--- config.mk ---
export PLATFORM = sky130hd
export DESIGN_NAME = bram_linebuf_ctrl
export DESIGN_NICKNAME = d
export VERILOG_FILES = /design/src/rtl/bram_linebuf_ctrl.sv
export SDC_FILE = /design/constraint.sdc
export NUM_CORES = 1
export LEC_CHECK = 0
export CAP_MARGIN = 10
export CORE_AREA = 2 2 104 106
export CTS_CLUSTER_SIZE = 10
export DETAILED_ROUTE_END_ITERATION = 16
export DIE_AREA = 0 0 106 108
export GPL_TIMING_DRIVEN = 0
export PLACE_DENSITY = 0.87
export SETUP_SLACK_MARGIN = 0.15
export SLEW_MARGIN = 20
export SYNTH_ARGS = -nofsm -noshare
export SYNTH_HDL_FRONTEND = slang
export SYNTH_SLANG_ARGS = --single-unit
--- constraint.sdc ---
create_clock -name clk -period 2.8 [get_ports clk]
set_input_delay 0.56 -clock clk [delete_from_list [all_inputs] [get_ports clk]]
set_output_delay 0.56 -clock clk [all_outputs]
set_load 0.03 [all_outputs]
--- src/rtl/bram_linebuf_ctrl.sv ---
// Rotating NBANK-line buffer sequencer: writes each incoming line into one subbank
// and, once NBANK-1 lines are stored, emits vertically aligned pixel columns.
module bram_linebuf_ctrl #(
    parameter int NBANK      = 4,
    parameter int DEPTH      = 32,
    parameter int DATA_WIDTH = 24,
    parameter int ADDR_WIDTH = 5
) (
    input  logic                        clk,
    input  logic                        rst_n,
    input  logic                        s_valid,
    output logic                        s_ready,
    input  logic [DATA_WIDTH-1:0]       s_data,
    input  logic                        s_last,
    output logic                        m_valid,
    input  logic                        m_ready,
    output logic [NBANK*DATA_WIDTH-1:0] m_data,
    output logic                        m_last,
    output logic [NBANK-1:0]            bank_cs,
    output logic [NBANK-1:0]            bank_re,
    output logic [NBANK-1:0]            bank_we,
    output logic [ADDR_WIDTH-1:0]       bank_raddr,
    output logic [ADDR_WIDTH-1:0]       bank_waddr,
    output logic [DATA_WIDTH-1:0]       bank_din,
    input  logic [NBANK*DATA_WIDTH-1:0] bank_dout
);
    localparam int          WB = $clog2(NBANK);
    localparam int unsigned NB = NBANK;

    typedef enum logic {FILL, STREAM} state_t;

    state_t                r_state;
    logic [WB-1:0]         r_wbank;
    logic [ADDR_WIDTH-1:0] r_wcol;
    logic [WB-1:0]         r_lines;
    logic                  r_valid;
    logic                  r_last;
    logic [DATA_WIDTH-1:0] r_newest;
    logic [WB-1:0]         r_rd_base;

    logic                  w_fire;
    logic                  w_stream;
    logic                  w_wrap;
    logic [WB-1:0]         w_wbank_nxt;
    logic [NBANK-1:0]      w_we;
    logic [NBANK-1:0]      w_re;

    assign s_ready     = !r_valid | m_ready;
    assign w_fire      = s_valid & s_ready;
    assign w_stream    = (r_state == STREAM);
    assign w_wrap      = (r_wcol == ADDR_WIDTH'(DEPTH - 1));
    assign w_wbank_nxt = (r_wbank == WB'(NBANK - 1)) ? '0 : r_wbank + 1'b1;

    always_comb begin
        w_we = '0;
        w_re = '0;
        for (int unsigned i = 0; i < NB; i++) begin
            w_we[i] = w_fire & (WB'(i) == r_wbank);
            w_re[i] = w_fire & w_stream & (WB'(i) != r_wbank);
        end
    end

    assign bank_we    = w_we;
    assign bank_re    = w_re;
    assign bank_cs    = w_we | w_re;
    assign bank_raddr = r_wcol;
    assign bank_waddr = r_wcol;
    assign bank_din   = s_data;

    // Oldest stored line sits in the bank just after the one being written.
    always_comb begin
        int unsigned idx;
        m_data = '0;
        for (int unsigned k = 0; k < NB - 1; k++) begin
            idx = (32'(r_rd_base) + k) % NB;
            m_data[k*DATA_WIDTH +: DATA_WIDTH] = bank_dout[idx*DATA_WIDTH +: DATA_WIDTH];
        end
        m_data[(NB-1)*DATA_WIDTH +: DATA_WIDTH] = r_newest;
    end

    assign m_valid = r_valid;
    assign m_last  = r_last;

    always_ff @(posedge clk or negedge rst_n) begin
        if (!rst_n) begin
            r_state   <= FILL;
            r_wbank   <= '0;
            r_wcol    <= '0;
            r_lines   <= '0;
            r_valid   <= 1'b0;
            r_last    <= 1'b0;
            r_newest  <= '0;
            r_rd_base <= '0;
        end else begin
            if (w_fire) begin
                // Frame end overrides the line-wrap bank advance.
                if (s_last) begin
                    r_wcol  <= '0;
                    r_wbank <= '0;
                    r_lines <= '0;
                    r_state <= FILL;
                end else if (w_wrap) begin
                    r_wcol  <= '0;
                    r_wbank <= w_wbank_nxt;
                    if (!w_stream) begin
                        r_lines <= r_lines + 1'b1;
                        if (r_lines == WB'(NBANK - 2))
                            r_state <= STREAM;
                    end
                end else begin
                    r_wcol <= r_wcol + 1'b1;
                end
            end

            if (w_fire && w_stream) begin
                r_newest  <= s_data;
                r_valid   <= 1'b1;
                r_last    <= s_last;
                r_rd_base <= w_wbank_nxt;
            end else if (m_ready) begin
                r_valid <= 1'b0;
            end
        end
    end
endmodule
==> flow_metrics.tcl <==
set metrics [dict create \
    insertion_delay_ns 0.30 \
    port_buffers 269 \
    synth.top_cell.area_share 0.3183 \
    outcome "complete, no violations" \
    tritoncts "done" \
    root_buffer "clkbuf_8" \
    rsz0062_at_grt "true" \
    synthTopCellsByArea "mux4_1 32%, dfrtp_1 24%, mux4_2 13%" \
    tightestPinTransition_ns 0.3654 \
    max_cap_viol_count 0 \
    syn_nets 383 \
    num_io_pins 270 \
    irDropWorstVdd_v 0.0003363 \
    setup_violations 0 \
    cts.sink_count 38 \
    yosysSeqAreaShare 0.2351 \
    setup-tns-final_ns 0 \
    relSlewSlack 0.7557 \
    worstSetupPathType "in2out" \
    h-tree-depth 2 \
    rows 37 \
    fmax_mhz 382.1 \
    yosys.area.top_type "mux4_1" \
    grt_max_degree 33 \
    num_vias 3680 \
    yosys_warnings 0 \
    syn_area_per_cell_sq_um 16.12 \
    leakage_nw 2.977 \
    antenna_found_initial 0 \
    synth_seq_cells 38 \
    drc 0 \
    grt_pass1_vias 3869 \
    crit_arrival_ns 2.06 \
    core_sq_um 10230 \
    netlist_area_sq_um 4045 \
    grt_usage 0.2539 \
    ant_nets 0 \
    final_net_count 660 \
    synth_flop_cell "dfrtp_1" \
    crit_path_start_kind "input pin" \
    gp_congestion 0.8749 \
    finalCriticalPeriod_ns 2.617 \
    via_per_inst 5.534 \
    holdBufCountCts 0 \
    cp.required_ns 2.24 \
    drt-total-wl_microns 14670 \
    critPathCaptureType "output port" \
    ys_types 36 \
    grt_pass1_wl_microns 22070 \
    hpwl_microns 11700 \
    drt_pass1_iterations 5 \
    yosysMostFrequentCell "mux4_1" \
    finalClockSkew_ns 0.009163 \
    synthToLayoutAreaGrowth_pct 70.21 \
    antenna_cells 0 \
    die_h_microns 108 \
    drt_iter0_markers 165 \
    dieWidth_microns 106 \
    synthCells 251 \
    hp-class "in2async" \
    die_area_sq_um 11450 \
    grt-ovfl-total 0 \
    synth_common_cells "49 x mux4_1, 38 x dfrtp_1, 35 x buf_4" \
    wl_per_cell_microns 22.06 \
    cts.clk_slew.worst_paths_ns 0.07 \
    cp_max_fo 10 \
    synth_edf_count 0 \
    final_hold_viol_count 0 \
    stdcell_count 665 \
    synthArstFlopShare 1.000 \
    cts_buffers 5 \
    drive_gt1_frac 0.2401 \
    final_max_slew_viol_count 0 \
    power_density_nw_per_um2 251.6 \
    finalCritPeriodShare 0.9348 \
    clockBufferDepth 2 \
    start_util 0.3954 \
    dp_cells 657 \
]
## worst max-delay path: stages
cell	delay [ns]
clkdlybuf4s50_1	0.46
nand2b_1	0.10
buf_4	0.15
nand3_4	0.14
buf_6	0.19
nor2_1	0.09
clkdlybuf4s15_1	0.37
## routing by layer
metal,GRT usage,up-vias,part of all wire
li1,-,1615,-
met1,0.2793,1805,0.36
met2,0.4507,232,0.50
met3,0.09283,28,0.11
met4,0.09680,0,0.033
met5,0,-,0
## flip-flops by register name, indices dropped and copies added (netlist names)
signal / cells
bank_raddr: 5
m_valid: 1
r_rd_base: 2
m_last: 1
r_lines: 2
r_newest: 24
r_state: 1
r_wbank: 2
## stage by stage
| stage | hold slack [ns] | worst slack, ns | total power [mW] | instance area, sq um | utilization |
|---|---|---|---|---|---|
| 2_1_floorplan | 0.2644 | 0.7763 | 0.9542 | 4045 | - |
| 3_3_place_gp | 0.4931 | -0.2043 | 1.375 | 6908 | 0.6752 |
| 3_5_place_dp | 0.4154 | -0.2132 | 1.391 | 6923 | 0.6767 |
| 4_1_cts | 0.08475 | 0.1511 | 1.754 | 6922 | 0.6765 |
| 5_1_grt | 0.08958 | 0.09408 | 1.807 | 6885 | 0.6730 |
| 6_report | 0.09552 | 0.1827 | 1.732 | 6885 | 0.6730 |
## cell families after synthesis
| family | synth area share |
|---|---|
| and+or+nand+nor | 0.04918 |
| AOI/OAI and AO/OA | 0.02784 |
| DFF | 0.2351 |
| adders and majority gates | 0.02165 |
| buffers and inverters | 0.1144 |
| muxes | 0.5518 |
## layout by cell type, fill, tap and decap left out, types with 2 or more instances in the layout
cell type / instances
buf_4: 35
mux2_2: 5
clkbuf_8: 7
clkbuf_2: 10
clkdlybuf4s15_2: 2
nor2_1: 8
nand4_1: 2
a41oi_1: 2
buf_2: 3
dlygate4sd2_1: 72
mux4_2: 23
dfrtp_1: 38
mux2_4: 24
nand2b_1: 4
buf_6: 14
inv_1: 4
nor2b_1: 5
nand3b_1: 2
clkdlybuf4s50_1: 183
ha_1: 7
and3_1: 6
mux4_1: 49
o21a_1: 3
## timing repair
item                                    4_1_cts  5_1_grt
resized for setup                            94       15
endpoints found under the setup margin       84       11
setup buffers                                 0        0
## area by class of cell
| class | instances | area (sq um) |
|---|---|---|
| Sequential cell | 38 | 950.9 |
| Clock buffer | 7 | 86.33 |
| Buffer | 53 | 449.2 |
| Fill cell | 744 | 3346 |
| Clock inverter | 1 | 5.005 |
| Inverter | 4 | 15.01 |
| Tap cell | 136 | 170.2 |
| Multi-Input combinational cell | 156 | 2631 |
| Timing Repair Buffer | 270 | 2577 |
## report_power, final
group	switching, mW	internal (mW)
clock network	0.193	0.199
registers	0.0164	0.562
logic	0.369	0.393
## worst paths after layout
path | from | endpoint | slack, ns | depth (start not counted)
min in group clk | r_newest[16]$_DFFE_PN0P_ | r_newest[16]$_DFFE_PN0P_ | 0.51 | 1
min reg2reg | r_newest[16]$_DFFE_PN0P_ | r_newest[16]$_DFFE_PN0P_ | 0.51 | 1
max | m_ready | bank_re[3] | 0.18 | 7
max in group asynchronous | rst_n | bank_raddr[2]$_DFFE_PN0P_ | 2.28 | 2
min | rst_n | r_newest[13]$_DFFE_PN0P_ | 0.1 | 1
max reg2reg | bank_raddr[0]$_DFFE_PN0P_ | r_lines[1]$_DFFE_PN0P_ | 0.92 | 6
Note: power is estimated with default switching activity, not from simulation.
